<file path="src/rtl/cpu_ctrl_pkg.sv">
// Shared encodings for the multi-cycle controller: opcodes, functs, ALU/PC/reg_dst
// codes, FSM state encoding and the instruction class used between decode and sequencer.
package cpu_ctrl_pkg;

    localparam logic [5:0] OP_RTYPE = 6'b000000;
    localparam logic [5:0] OP_J     = 6'b000010;
    localparam logic [5:0] OP_JAL   = 6'b000011;
    localparam logic [5:0] OP_BEQ   = 6'b000100;
    localparam logic [5:0] OP_BNE   = 6'b000101;
    localparam logic [5:0] OP_STALL = 6'b000110;
    localparam logic [5:0] OP_ADDI  = 6'b001000;
    localparam logic [5:0] OP_ANDI  = 6'b001100;
    localparam logic [5:0] OP_SW    = 6'b101011;
    localparam logic [5:0] OP_LW    = 6'b110000;
    localparam logic [5:0] OP_NOP   = 6'b111111;

    localparam logic [5:0] FN_SLL = 6'b000000;
    localparam logic [5:0] FN_SRL = 6'b000010;
    localparam logic [5:0] FN_JR  = 6'b001000;
    localparam logic [5:0] FN_ADD = 6'b100000;
    localparam logic [5:0] FN_SUB = 6'b100010;
    localparam logic [5:0] FN_AND = 6'b100100;
    localparam logic [5:0] FN_NOR = 6'b100111;

    localparam logic [3:0] ALU_PASS = 4'b0000;
    localparam logic [3:0] ALU_ADD  = 4'b0001;
    localparam logic [3:0] ALU_SUB  = 4'b0010;
    localparam logic [3:0] ALU_NOR  = 4'b0011;
    localparam logic [3:0] ALU_AND  = 4'b0100;
    localparam logic [3:0] ALU_SLL  = 4'b0101;
    localparam logic [3:0] ALU_SRL  = 4'b0110;

    localparam logic [1:0] PC_SEQ    = 2'b00;
    localparam logic [1:0] PC_BRANCH = 2'b01;
    localparam logic [1:0] PC_JUMP   = 2'b10;
    localparam logic [1:0] PC_REG    = 2'b11;

    localparam logic [1:0] RD_RT  = 2'b00;
    localparam logic [1:0] RD_RD  = 2'b01;
    localparam logic [1:0] RD_R31 = 2'b10;

    localparam logic [2:0] S_FETCH  = 3'd0;
    localparam logic [2:0] S_DECODE = 3'd1;
    localparam logic [2:0] S_EXEC   = 3'd2;
    localparam logic [2:0] S_MEM    = 3'd3;
    localparam logic [2:0] S_WB     = 3'd4;
    localparam logic [2:0] S_STALL  = 3'd5;

    typedef enum logic [3:0] {
        IC_ILLEGAL, IC_NOP, IC_STALL, IC_J, IC_JAL, IC_JR,
        IC_BEQ, IC_BNE, IC_LW, IC_SW, IC_RALU, IC_IALU
    } iclass_t;

endpackage

</file>
<file path="src/rtl/ctrl_decode.sv">
// Combinational instruction decode: opcode/funct to instruction class, ALU
// operation, ALU operand select and a legality flag.
module ctrl_decode
    import cpu_ctrl_pkg::*;
(
    input  logic [5:0] opcode,
    input  logic [5:0] funct,
    output iclass_t    iclass,
    output logic [3:0] alu_ctrl,
    output logic       alu_src,
    output logic       legal
);

    always_comb begin
        iclass   = IC_ILLEGAL;
        alu_ctrl = ALU_PASS;
        alu_src  = 1'b0;
        case (opcode)
            OP_RTYPE: begin
                case (funct)
                    FN_ADD: begin iclass = IC_RALU; alu_ctrl = ALU_ADD; end
                    FN_SUB: begin iclass = IC_RALU; alu_ctrl = ALU_SUB; end
                    FN_AND: begin iclass = IC_RALU; alu_ctrl = ALU_AND; end
                    FN_NOR: begin iclass = IC_RALU; alu_ctrl = ALU_NOR; end
                    FN_SLL: begin iclass = IC_RALU; alu_ctrl = ALU_SLL; end
                    FN_SRL: begin iclass = IC_RALU; alu_ctrl = ALU_SRL; end
                    FN_JR:  iclass = IC_JR;
                    default: iclass = IC_ILLEGAL;
                endcase
            end
            OP_ADDI:  begin iclass = IC_IALU; alu_ctrl = ALU_ADD; alu_src = 1'b1; end
            OP_ANDI:  begin iclass = IC_IALU; alu_ctrl = ALU_AND; alu_src = 1'b1; end
            OP_LW:    begin iclass = IC_LW;   alu_ctrl = ALU_ADD; alu_src = 1'b1; end
            OP_SW:    begin iclass = IC_SW;   alu_ctrl = ALU_ADD; alu_src = 1'b1; end
            OP_BEQ:   begin iclass = IC_BEQ;  alu_ctrl = ALU_SUB; end
            OP_BNE:   begin iclass = IC_BNE;  alu_ctrl = ALU_SUB; end
            OP_J:     iclass = IC_J;
            OP_JAL:   iclass = IC_JAL;
            OP_STALL: iclass = IC_STALL;
            OP_NOP:   iclass = IC_NOP;
            default:  iclass = IC_ILLEGAL;
        endcase
    end

    assign legal = (iclass != IC_ILLEGAL);

endmodule

</file>
<file path="src/rtl/multicycle_sequencer.sv">
// FETCH/DECODE/EXEC/MEM/WB control sequencer with a shared wait/stall counter,
// memory handshake timeout and per-state control strobes.
module multicycle_sequencer
    import cpu_ctrl_pkg::*;
#(
    parameter int unsigned MEM_TIMEOUT  = 15,
    parameter int unsigned STALL_CYCLES = 4
) (
    input  logic       clk,
    input  logic       rst,
    input  logic [5:0] opcode,
    input  logic [5:0] funct,
    input  logic       zero,
    input  logic       mem_ready,
    input  logic       stall_req,
    output logic       load_ir,
    output logic       inc_pc,
    output logic       load_pc,
    output logic [1:0] pc_sel,
    output logic       reg_write,
    output logic [1:0] reg_dst,
    output logic       mem_to_reg,
    output logic       alu_src,
    output logic [3:0] alu_ctrl,
    output logic       mem_read,
    output logic       mem_write,
    output logic       instr_done,
    output logic       illegal,
    output logic       mem_err
);

    localparam int unsigned CNT_MAX = (MEM_TIMEOUT > STALL_CYCLES) ? MEM_TIMEOUT : STALL_CYCLES;
    localparam int unsigned CNT_W   = $clog2(CNT_MAX + 1);
    localparam logic [CNT_W-1:0] TO_LAST    = CNT_W'(MEM_TIMEOUT - 1);
    localparam logic [CNT_W-1:0] STALL_LAST = CNT_W'(STALL_CYCLES - 1);

    logic [2:0]       state, state_next;
    logic [CNT_W-1:0] cnt, cnt_next;
    logic             idle;
    iclass_t          iclass;
    logic [3:0]       dec_alu_ctrl;
    logic             dec_alu_src;
    logic             legal;

    ctrl_decode u_decode (
        .opcode   (opcode),
        .funct    (funct),
        .iclass   (iclass),
        .alu_ctrl (dec_alu_ctrl),
        .alu_src  (dec_alu_src),
        .legal    (legal)
    );

    // idle holds every output low for the first cycle after reset, so a reset
    // during a memory access drops the request at the same edge.
    always_ff @(posedge clk) begin
        if (rst) begin
            state <= S_FETCH;
            cnt   <= '0;
            idle  <= 1'b1;
        end else begin
            state <= state_next;
            cnt   <= cnt_next;
            idle  <= 1'b0;
        end
    end

    always_comb begin
        state_next = state;
        cnt_next   = cnt;
        load_ir    = 1'b0;
        inc_pc     = 1'b0;
        load_pc    = 1'b0;
        pc_sel     = PC_SEQ;
        reg_write  = 1'b0;
        reg_dst    = RD_RT;
        mem_to_reg = 1'b0;
        alu_src    = 1'b0;
        alu_ctrl   = ALU_PASS;
        mem_read   = 1'b0;
        mem_write  = 1'b0;
        instr_done = 1'b0;
        illegal    = 1'b0;
        mem_err    = 1'b0;
        if (!idle) begin
            case (state)
                S_FETCH: begin
                    if (!stall_req) begin
                        mem_read = 1'b1;
                        if (mem_ready) begin
                            load_ir    = 1'b1;
                            inc_pc     = 1'b1;
                            state_next = S_DECODE;
                            cnt_next   = '0;
                        end else if (cnt == TO_LAST) begin
                            mem_err  = 1'b1;
                            cnt_next = '0;
                        end else begin
                            cnt_next = cnt + CNT_W'(1);
                        end
                    end
                end
                S_DECODE: begin
                    if (!legal) begin
                        illegal    = 1'b1;
                        instr_done = 1'b1;
                        state_next = S_FETCH;
                    end else begin
                        case (iclass)
                            IC_NOP: begin
                                instr_done = 1'b1;
                                state_next = S_FETCH;
                            end
                            IC_STALL: begin
                                state_next = S_STALL;
                                cnt_next   = '0;
                            end
                            IC_J, IC_JAL, IC_JR: begin
                                load_pc    = 1'b1;
                                pc_sel     = (iclass == IC_JR) ? PC_REG : PC_JUMP;
                                reg_write  = (iclass == IC_JAL);
                                reg_dst    = (iclass == IC_JAL) ? RD_R31 : RD_RT;
                                instr_done = 1'b1;
                                state_next = S_FETCH;
                            end
                            default: state_next = S_EXEC;
                        endcase
                    end
                end
                S_EXEC: begin
                    alu_ctrl = dec_alu_ctrl;
                    alu_src  = dec_alu_src;
                    case (iclass)
                        IC_BEQ, IC_BNE: begin
                            load_pc    = (iclass == IC_BEQ) ? zero : !zero;
                            pc_sel     = load_pc ? PC_BRANCH : PC_SEQ;
                            instr_done = 1'b1;
                            state_next = S_FETCH;
                        end
                        IC_LW, IC_SW: begin
                            state_next = S_MEM;
                            cnt_next   = '0;
                        end
                        default: state_next = S_WB;
                    endcase
                end
                S_MEM: begin
                    alu_ctrl  = dec_alu_ctrl;
                    alu_src   = dec_alu_src;
                    mem_read  = (iclass == IC_LW);
                    mem_write = (iclass == IC_SW);
                    if (mem_ready) begin
                        cnt_next = '0;
                        if (iclass == IC_LW) begin
                            state_next = S_WB;
                        end else begin
                            instr_done = 1'b1;
                            state_next = S_FETCH;
                        end
                    end else if (cnt == TO_LAST) begin
                        mem_err    = 1'b1;
                        instr_done = 1'b1;
                        state_next = S_FETCH;
                        cnt_next   = '0;
                    end else begin
                        cnt_next = cnt + CNT_W'(1);
                    end
                end
                S_WB: begin
                    alu_ctrl   = dec_alu_ctrl;
                    alu_src    = dec_alu_src;
                    reg_write  = 1'b1;
                    reg_dst    = (iclass == IC_RALU) ? RD_RD : RD_RT;
                    mem_to_reg = (iclass == IC_LW);
                    instr_done = 1'b1;
                    state_next = S_FETCH;
                end
                S_STALL: begin
                    if (cnt == STALL_LAST) begin
                        instr_done = 1'b1;
                        state_next = S_FETCH;
                        cnt_next   = '0;
                    end else begin
                        cnt_next = cnt + CNT_W'(1);
                    end
                end
                default: begin
                    state_next = S_FETCH;
                    cnt_next   = '0;
                end
            endcase
        end
    end

endmodule

</file>
<file path="config.mk">
export PLATFORM = sky130hd
export DESIGN_NAME = multicycle_sequencer
export DESIGN_NICKNAME = d
export VERILOG_FILES = /design/src/rtl/cpu_ctrl_pkg.sv /design/src/rtl/ctrl_decode.sv /design/src/rtl/multicycle_sequencer.sv
export SDC_FILE = /design/constraint.sdc
export NUM_CORES = 1
export LEC_CHECK = 0
export BUFFER_PORTS_ARGS = -buffer_cell sky130_fd_sc_hd__buf_4
export CORE_MARGIN = 3
export CORE_UTILIZATION = 47
export CTS_CLUSTER_DIAMETER = 40
export DETAILED_ROUTE_END_ITERATION = 12
export MAX_ROUTING_LAYER = met4
export PLACE_DENSITY = 0.75
export SYNTH_ARGS = -nofsm -noshare
export SYNTH_HDL_FRONTEND = slang
export SYNTH_SLANG_ARGS = --single-unit
</file>
<file path="constraint.sdc">
create_clock -name clk -period 1.75 [get_ports clk]
set_input_delay 0.0875 -clock clk [delete_from_list [all_inputs] [get_ports clk]]
set_output_delay 0.0875 -clock clk [all_outputs]
set_load 0.02 [all_outputs]
</file>
# == Yosys cells after proc, flatten, opt, wreduce, memory -nomap -nowiden ==
# Cells that the tools add are included.
# Widths: inputs -> output; s select.
# classes
magnitude_cmp,0
n_div,0
mul,0
reduce_logical,17
shifts,0
mux,78
n_addsub,1
bitwise_logic,2
n_eq_ne,40
# op_table
operator,n
$eq 6x6->1 const B,7
$mux 1,40
$pmux 4 s10,1
$mux 4,9
$pmux 4 s6,1
$mux 3,7
$eq 6x2->1 const B,3
$eq 6x3->1 const B,3
$eq 6x4->1 const B,3
$pmux 3 s6,1
$eq 4x3->1 const B,4
$eq 4x4->1 const B,4
$pmux 4 s4,1
$pmux 3 s5,1
$mux 2,7
$eq 4x2->1 const B,3
$logic_not 6->1,2
$ne 2x2->1 const B,6
$pmux 3 s2,2
$reduce_or 3->1,3
$pmux 1 s2,4
$pmux 2 s2,2
$pmux 4 s2,1
$reduce_or 2->1,4
other kinds (15),19
# totals
latchBits,0
register_bits,8
word_cells,141
input_bits,17
mem_count,0
output_inout_bits,19
rom_bits,0
mem_bits_rw,0

# == Logic depth before layout (Yosys ltp) ==
# Gate-level depths: netlist of run 1.
# depth
ltp_word,10
mapped_depth,8
depth_no_buf,8

# == Hierarchy ==
# Synthesis of run 1 repeated with hierarchy kept, for this count alone.
# hier_totals
hier_cells,192
area_unflattened_um2,1303.8
# by_module_without_submodules
mod,seq_area_each_um2,cells_per_inst,area_each_um2,instances
multicycle_sequencer,160.2,134,949.7,1
ctrl_decode,0.0,58,354.1,1

# == Worst setup path before layout of run 1 ==
# OpenSTA, ideal clock, no wires.
# synth_path
kind,register -> output
from,register cnt[0]
to,output port instr_done
slack_ns,-0.285
n_path_buf,0
stages_incl_launch_ff,8
required_ns,1.662
arrival_time_ns,1.947
path_cell_list,dfxtp_1 ha_1 or3b_2 nand2_1 and3_1 a211oi_1 o311a_1 a211oi_1
# synth_between
elab_chain_cells,5
elab_cells_between_ends,7
cone_classes,eq/ne: 2; mux: 5
# synth_lines
item,line_no,rtl
from (decl),multicycle_sequencer.sv:38,"logic [CNT_W-1:0] cnt, cnt_next;"
from (signal assigned),multicycle_sequencer.sv:63,cnt <= cnt_next;
$eq 4x4->1,multicycle_sequencer.sv:160,end else if (cnt == TO_LAST) begin
$mux 1,multicycle_sequencer.sv:160,
$mux 1,multicycle_sequencer.sv:152,if (mem_ready) begin
$pmux 1 s5 *,multicycle_sequencer.sv:86,case (state)
$mux 1 *,multicycle_sequencer.sv:85,if (!idle) begin
to (decl),multicycle_sequencer.sv:27,"output logic instr_done,"
# Mark *: on every way between the ends. The rest lies on a longest branch, timed or not.

# == Final worst setup path of run 1 ==
# Same ends and word-level chain as after synthesis.

==> results.json, run 1 <==
{
  "skew_ns": 0.0120,
  "viasPerCell": 6.86,
  "initialDrtViolationCount": 175,
  "synth_edf_count": 0,
  "gp_congestion": 0.903,
  "arrival_ns": 2.00,
  "antenna_found_initial": 0,
  "area_delta_synth_final_pct": 75.6,
  "yosys_register_bits": 8,
  "crit_fanout": 3,
  "final_core_util_pct": 91.3,
  "hold_buffers": 0,
  "drc": 0,
  "num_rows": 17,
  "cap_violations": 0,
  "routed_wl_mm": 5.73,
  "cts.htree.levels": 1,
  "rsz0062_at_grt": "true",
  "violations": "negative setup slack",
  "highest_layer": "met4",
  "synth_warnings": 0,
  "cts_buffer_depth": 2,
  "synth_ff_type": "dfxtp_1",
  "wl_per_cell_um": 20.7,
  "grt_pass1_wl_mm": 7.00,
  "grt_overflow": 0,
  "worstMarginPinSlew_ns": 0.580,
  "syn_area_mm2": 0.00120,
  "power.density_mw_per_mm2": 403,
  "regToRegSetupSlack_ns": -0.11,
  "synth_cells": 177,
  "pin_count": 36,
  "fin_cells": 277,
  "crit_type": "flip-flop to output port",
  "finalHoldViolCount": 0,
  "synth.distinct_cells": 52,
  "seq_area_frac_synth_pct": 13.3,
  "slew_viol_final": 0,
  "cts_buffers": 3,
  "drive_gt1_share_pct": 55.4,
  "placed_cells": 263,
  "outcome": "finished, violations left",
  "post-route-min-period_ns": 2.08,
  "fillers": 100,
  "clock-sinks": 8,
  "hold_path.class": "input pin to flip-flop",
  "wl_met1_mm": 2.11,
  "max_freq_ghz": 0.480,
  "post-route-period-util_pct": 119,
  "cp.required_ns": 1.66,
  "avgSynthCellArea_um2": 6.81,
  "critPathCaptureType": "output port",
  "core_mm2": 0.00232,
  "place_hpwl_mm": 3.22,
  "seq_area_um2": 174,
  "multi_input_area_mm2": 0.00121,
  "clkLatencyLatePin_ns": 0.28,
  "die_x_um": 56.6,
  "route.met2.wl_mm": 2.67,
  "cts_tree": "yes",
  "fp.dieH_um": 56.6,
  "setup_viol": 11,
  "pre_cts_ws_ns": -0.204,
  "ant_nets": 0,
  "vias": 1899,
  "routed-wl-met3_um": 706,
  "start_util_pct": 52.0,
  "finalNetCount": 270,
  "path_clk_slew_ns": 0.06,
  "dieArea_mm2": 0.00321,
  "synthArstFlopShare_pct": 0,
  "p_leak_nw": 0.839,
  "slew_headroom_pct": 60.3,
  "fin_ws_ns": -0.335,
  "grt_pass1_vias": 1558,
  "dr.pass1.iters": 5,
  "grt_max_degree": 13,
  "cts_root_buf": "clkbuf_4",
  "track_usage_pct": 27.4,
  "ir_worst_vdd_uv": 543,
  "port-buffer-count": 34,
  "synth_fp_nets": 196,
  "critPathLaunchType": "flip-flop",
  "num_antenna_cells": 0
}
[registers in the layout, summed over array words and instances (netlist names)]
signal / count
idle: 1
state: 3
cnt: 4
[critical path, stage by stage (launching register included)]
cell and delay (ns):
dfxtp_4 0.37, ha_4 0.13, or3b_4 0.39, nand2_2 0.08, and3_4 0.19, a211oi_4 0.04, buf_4 0.15, a211oi_4 0.23
buf_6 0.14
[cell usage in the layout (no fill, tap or decap), types with 2 or more instances in the layout]
cell type	netlist	routed
a211oi_4	0	2
a21oi_1	17	12
a21oi_2	0	5
a22oi_1	2	2
and3_1	6	3
and3_4	0	3
and4_1	2	2
buf_4	4	69
buf_6	1	11
clkbuf_4	0	3
dfxtp_1	8	3
dfxtp_2	0	2
dfxtp_4	0	3
inv_1	3	3
nand2_1	13	11
nand2b_1	4	3
nand3_1	11	9
nand3_2	0	2
nand4_1	5	5
nand4b_1	2	2
nor2_1	18	14
nor2_2	1	2
nor2_4	0	3
nor2b_1	7	5
nor3_1	10	6
nor3_2	0	3
nor3b_1	4	3
nor4_1	4	3
o211ai_1	2	2
o21ai_0	9	6
o21ai_1	0	2
or2_2	5	5
[kinds of logic (layout without fill, tap and decap cells)]
group / Yosys count / after routing / synth area share, %
compound gates: 47 / 47 / 27.2
xor+xnor: 2 / 2 / 1.45
fa+ha+maj: 2 / 2 / 2.08
flops: 8 / 8 / 13.3
other cells: 1 / 1 / 0.311
mux: 2 / 2 / 1.77
buf+inv: 16 / 88 / 7.16
simple gates: 99 / 99 / 46.7
[synth_stat cells, types with 2 or more instances]
cell type	number	share of area, %
and4_1	2	1.5
nand2_1	13	4.1
and3_1	6	3.1
nor2b_1	7	3.6
a22oi_1	2	1.2
a2111oi_0	2	1.5
buf_2	3	1.2
nand2b_1	4	2.1
o211ai_1	2	1.2
nand3_1	11	4.6
buf_4	4	2.5
a21oi_1	17	7.1
a211oi_1	4	2.5
inv_1	3	0.93
nor3_1	10	4.2
nand4_1	5	2.6
nor4_1	4	2.1
o21ai_0	9	3.7
ha_1	2	2.1
nor3b_1	4	2.5
nand4b_1	2	1.5
nor2_1	18	5.6
clkbuf_1	3	0.93
or2_2	5	2.6
dfxtp_1	8	13
[repair_timing]
| item | 4_1_cts | 5_1_grt |
|---|---|---|
| setup buffers | 7 | 4 |
| pin swaps | 9 | 17 |
| gates resized for setup | 23 | 47 |
| endpoints found under the setup margin | 15 | 17 |
[where the power goes]
group / switching, mW / internal, mW
registers: 0.0173 / 0.192
clock network: 0.0828 / 0.0796
logic: 0.258 / 0.223
[final timing paths]
check / from / end / cells past startpoint
worst max-delay path: cnt[0]$_SDFFE_PP0P_ / instr_done / 8
worst max register to register: cnt[1]$_SDFFE_PP0P_ / cnt[0]$_SDFFE_PP0P_ / 9
worst min register to register: cnt[3]$_SDFFE_PP0P_ / cnt[3]$_SDFFE_PP0P_ / 2
worst min-delay path: rst / idle$_DFF_P_ / 1
[metrics by stage]
stage	area, µm²	TNS (ns)	hold slack, ns	power (mW)
3_5_place_dp	1720	-0.810	0.280	0.560
6_report	2120	-0.865	0.0182	0.853
3_3_place_gp	1720	-0.523	0.277	0.549
2_1_floorplan	1230	0	0.115	0.410
5_1_grt	2120	-1.53	0.0222	0.878
4_1_cts	1870	-0.350	0.0168	0.747
[metal layers]
metal	vias to the layer above	global-route usage [%]
li1	807	-
met1	853	37.2
met2	200	41.3
met3	39	6.44
met4	0	5.76
met5	-	-
[final cells by class]
type,instances,area share (%)
multi-input cells,153,57.2
clock buffers,3,1.06
inverters,4,0.769
flip-flops and latches,8,8.22
well taps,28,1.66
repair buffers,81,31.0
(Power assumes the default switching activity.)
==> run 2, diff against run 1 <==
Settings changed: CORE_ASPECT_RATIO set to 0.6, CORE_UTILIZATION 47 to 48, CTS_BUF_LIST set to sky130_fd_sc_hd__clkbuf_2 sky130_fd_sc_hd__clkbuf_4 sky130_fd_sc_hd__clkbuf_8, PLACE_DENSITY 0.75 to 0.76, RECOVER_POWER set to 25.
==> results.json, run 2 (synthesis results as in run 1) <==
{
  "outcome": "finished, violations left",
  "violations": "negative setup slack",
  "cts_buffers": 3,
  "cts.htree.levels": 1,
  "cts_tree": "yes",
  "pre_cts_ws_ns": -0.284,
  "gp_congestion": 0.937,
  "fin_ws_ns": -0.296,
  "post-route-min-period_ns": 2.05,
  "power_mw": 0.943,
  "grt_pass1_wl_mm": 8.18,
  "dr.pass1.iters": 5,
  "dieArea_mm2": 0.00317,
  "start_util_pct": 52.9,
  "cp_top_family": "simple AND/OR/NAND/NOR gates",
  "largest_reg_flops": 4,
  "pin_count": 36,
  "top_register": "cnt",
  "cts_buffer_depth": 2,
  "post-route-period-util_pct": 117,
  "place_hpwl_mm": 3.46,
  "initialDrtViolationCount": 325,
  "ant_nets": 0,
  "core_mm2": 0.00228,
  "critPathCaptureType": "output port",
  "slew_headroom_pct": 58.5,
  "crit_fanout": 4,
  "skew_ns": 0.00511,
  "p_leak_nw": 0.806,
  "setup_viol": 12,
  "routed_wl_mm": 6.67,
  "path_buf_inv": 2,
  "mostFrequentLayoutCells": "buf_4 (57), nor2_1 (17), a21oi_1 (13)",
  "port-buffer-count": 34,
  "drive_gt1_share_pct": 51.9,
  "cp.required_ns": 1.66,
  "grt_max_degree": 13,
  "fp.dieH_um": 44.8,
  "drc": 0,
  "num_antenna_cells": 0,
  "max_freq_ghz": 0.489,
  "worstMarginPinSlew_ns": 0.620,
  "rsz0062_at_grt": "true",
  "clock-sinks": 8,
  "path_clk_slew_ns": 0.04,
  "power.density_mw_per_mm2": 455,
  "wl_per_cell_um": 24.6,
  "path_cells": "ha_4, or3b_4, nand2_2, and3_4, a211oi_4, buf_12, a211oi_4, buf_6",
  "track_usage_pct": 34.5,
  "finalNetCount": 262,
  "hold_path.class": "input pin to flip-flop",
  "crit_type": "flip-flop to output port",
  "antenna_found_initial": 0,
  "clkLatencyLatePin_ns": 0.23,
  "cts_root_buf": "clkbuf_8",
  "top_regs": "cnt x4, state x3, idle x1",
  "slew_viol_final": 0,
  "num_rows": 13,
  "grt_pass1_vias": 1664,
  "ir_worst_vdd_uv": 471,
  "cpPeakStageDelay_ns": 0.38,
  "arrival_ns": 1.96,
  "cap_violations": 0,
  "final_common_cell": "buf_4",
  "finalHoldViolCount": 0,
  "crit_top_cell": "a211oi_4",
  "vias": 2000,
  "grt_overflow": 0,
  "fillers": 88,
  "cp_slowest_cell": "or3b_4",
  "area_delta_synth_final_pct": 72.1,
  "die_x_um": 70.7,
  "viasPerCell": 7.38,
  "critPathLaunchType": "flip-flop"
}
==> run 2: cell count changes in the layout (fill, tap and decap cells not counted), moves of 2 or more <==
cell,change
clkbuf_8,+3
clkbuf_1,+2
buf_12,+2
nor2_2,-2
buf_4,-12
clkbuf_4,-3
nand2_2,+2
nor2_1,+3
a21oi_2,-2
==> run 2: per-stage QoR <==
step	instances	hold WS, ns	TNS (ns)	util (%)	area [µm²]
after global routing	271	0.233	-2.11	91.0	2070
final	271	0.255	-1.46	91.0	2070
after global placement	260	0.270	-0.565	74.5	1700
after detailed placement	260	0.280	-0.956	74.5	1700
after floorplan	177	0.115	0	-	1230
after CTS	268	0.0470	-0.350	84.0	1910
==> run 2: cell type report <==
type	instances	area (µm²)	share of cell area, %
repair buffers	73	608	29.3
multi-input cells	153	1190	57.6
flip-flops and latches	8	174	8.39
inverters	4	17.5	0.845
clock buffers	3	41.3	1.99
well taps	30	37.5	1.81
==> run 2: what timing repair did <==
action	CTS	global route
resized for setup	34	36
hold buffers	0	0
pin swaps	11	22
endpoints found under the setup margin	17	16
buffers inserted	5	4
hold endpoints to repair	0	0
==> run 2: final timing paths <==
check,from,end,slack (ns),depth (start not counted)
hold reg to reg,cnt[1]$_SDFFE_PP0P_,cnt[1]$_SDFFE_PP0P_,0.57,2
hold / removal,rst,idle$_DFF_P_,0.26,1
setup reg to reg,cnt[0]$_SDFFE_PP0P_,cnt[2]$_SDFFE_PP0P_,-0.13,7
setup / recovery,cnt[0]$_SDFFE_PP0P_,instr_done,-0.30,8
==> run 2: routing by layer <==
layer,part of all wire (%),GRT usage (%)
met1,36,43.8
met2,39,52.5
met3,18,12.7
met4,7.2,8.61
met5,0,-
==> run 2: power by group <==
group	internal [mW]	switching (mW)	leakage, nW	total (mW)
Clock	0.149	0.0750	0.0216	0.224
Combinational	0.227	0.285	0.716	0.512
Sequential	0.192	0.0144	0.0684	0.206
==> run 3, diff against run 2 <==
Settings changed: CELL_PAD_IN_SITES_DETAIL_PLACEMENT set to 1, CELL_PAD_IN_SITES_GLOBAL_PLACEMENT set to 2, CORE_UTILIZATION 48 to 25, PLACE_DENSITY 0.76 to 0.75.
==> results.json, run 3 (synthesis results as in run 1) <==
{
  "seq_area_um2": 174,
  "grt_max_degree": 13,
  "initialDrtViolationCount": 134,
  "grt_pass1_wl_mm": 9.07,
  "die_x_um": 95.6,
  "grt_overflow": 0,
  "vias": 1691,
  "top_regs": "cnt x4, state x3, idle x1",
  "critPathCaptureType": "output port",
  "hold_path.class": "input pin to flip-flop",
  "setup_viol": 4,
  "crit_type": "flip-flop to output port",
  "critPathLaunchType": "flip-flop",
  "fillers": 537,
  "cap_violations": 0,
  "pin_count": 36,
  "skew_ns": 0.00375,
  "cts.htree.levels": 1,
  "viasPerCell": 5.60,
  "path_clk_slew_ns": 0.05,
  "reg2reg_depth": 9,
  "slew_viol_final": 0,
  "top_register": "cnt",
  "gr-usage-met1_pct": 30.8,
  "antenna_found_initial": 0,
  "power_mw": 0.880,
  "met2_usage_pct": 32.9,
  "mostFrequentLayoutCells": "buf_4 (60), nor2_1 (16), a21oi_1 (14)",
  "dieArea_mm2": 0.00572,
  "path_cells": "ha_4, or3b_4, nand2_2, and3_4, a211oi_2, buf_4, a211oi_4, buf_6",
  "routed_wl_mm": 5.91,
  "slew_headroom_pct": 65.7,
  "hold_buffers": 0,
  "track_usage_pct": 21.3,
  "core_mm2": 0.00437,
  "ant_nets": 0,
  "cpPeakStageDelay_ns": 0.38,
  "path_buf_inv": 2,
  "cts_tree": "yes",
  "wl_per_cell_um": 19.6,
  "ir_worst_vdd_uv": 321,
  "cp_slowest_cell": "or3b_4",
  "regToRegSetupSlack_ns": 0.04,
  "finalSetupTns_ns": -0.374,
  "area_delta_synth_final_pct": 76.0,
  "outcome": "finished, violations left",
  "power.density_mw_per_mm2": 415,
  "post-route-min-period_ns": 1.99,
  "hold_slack_ns": 0.194,
  "clock-sinks": 8,
  "max_freq_ghz": 0.503,
  "port-buffer-count": 34,
  "stdcell_area_mm2": 0.00212,
  "drive_gt1_share_pct": 52.1,
  "worstMarginPinSlew_ns": 0.513,
  "finalNetCount": 263,
  "endpoint": "instr_done",
  "cts_buffer_depth": 2,
  "gp_congestion": 0.960,
  "post-route-period-util_pct": 114,
  "cts_buffers": 3,
  "num_antenna_cells": 0,
  "crit_path_start": "cnt[1]$_SDFFE_PP0P_",
  "rr_endpoint": "cnt[2]$_SDFFE_PP0P_",
  "arrival_ns": 1.90,
  "num_rows": 18,
  "rr_startpoint": "cnt[1]$_SDFFE_PP0P_",
  "grt_most_used_layer": "met2",
  "fin_ws_ns": -0.238,
  "cp_top_family": "simple AND/OR/NAND/NOR gates",
  "cp.required_ns": 1.66,
  "crit_fanout": 2,
  "drc": 0,
  "violations": "negative setup slack",
  "multi_input_area_mm2": 0.00118,
  "fp.dieH_um": 59.8,
  "finalHoldViolCount": 0,
  "start_util_pct": 27.6,
  "grt_pass1_vias": 1697,
  "use_met3_pct": 2.89,
  "final_common_cell": "buf_4",
  "path_depth": 8,
  "post_dp_cell_area_mm2": 0.00178,
  "largest_reg_flops": 4,
  "place_hpwl_mm": 4.48,
  "cts_root_buf": "clkbuf_8",
  "rsz0062_at_grt": "true",
  "p_leak_nw": 0.818,
  "dr.pass1.iters": 4,
  "clkLatencyLatePin_ns": 0.23
}
-- run 3: cell count changes in the layout (fill, tap and decap cells not counted), moves of 2 or more --
| cell | before | now |
|---|---|---|
| nand2_2 | 3 | 1 |
| o21ai_1 | 2 | 4 |
| and3_1 | 2 | 4 |
| a211oi_1 | 2 | 0 |
| buf_4 | 57 | 60 |
| buf_6 | 10 | 7 |
| nor3_4 | 2 | 0 |
| nor2_4 | 2 | 0 |
| nor3_2 | 3 | 6 |
| a211oi_2 | 0 | 3 |
| nor2b_2 | 2 | 0 |
| nor2_2 | 0 | 3 |
-- run 3: per-stage QoR --
step	utilization (%)	cells	setup slack, ns
2_1_floorplan	-	177	0.00264
3_3_place_gp	40.7	296	-0.110
3_5_place_dp	40.7	296	-0.161
4_1_cts	45.3	301	-0.226
5_1_grt	48.5	302	-0.287
6_report	48.5	302	-0.238
-- run 3: how the worst min path moves through the flow --
stage,to,startpoint,cells after the start,slack (ns)
after floorplan,idle$_DFF_P_,rst,0,0.12
after global placement,idle$_DFF_P_,rst,1,0.28
after detailed placement,idle$_DFF_P_,rst,1,0.28
after CTS,idle$_DFF_P_,rst,1,0.05
after global routing,idle$_DFF_P_,rst,1,0.20
final,idle$_DFF_P_,rst,1,0.19
-- run 3: timing repair --
action                     4_1_cts  5_1_grt
setup endpoints to repair       18       18
pin swaps                        7        8
buffers inserted                 1        3
gates cloned                     1        0
gates resized for setup         29       36
-- run 3: area by class of cell --
class	count	share of cell area [%]
multi-input cells	153	55.6
flip-flops and latches	8	8.20
repair buffers	74	30.0
inverters	4	0.767
clock buffers	3	1.95
well taps	60	3.54
-- run 3: routing by layer --
| metal | share of wire (%) | vias up |
|---|---|---|
| met3 | 5.5 | 4 |
| met4 | 0.63 | 0 |
| met2 | 44 | 63 |
| li1 | - | 796 |
| met5 | 0 | - |
| met1 | 50 | 828 |
-- run 3: power by group --
group	switching, mW	internal (mW)
registers	0.0272	0.192
logic	0.229	0.199
clock network	0.0819	0.150
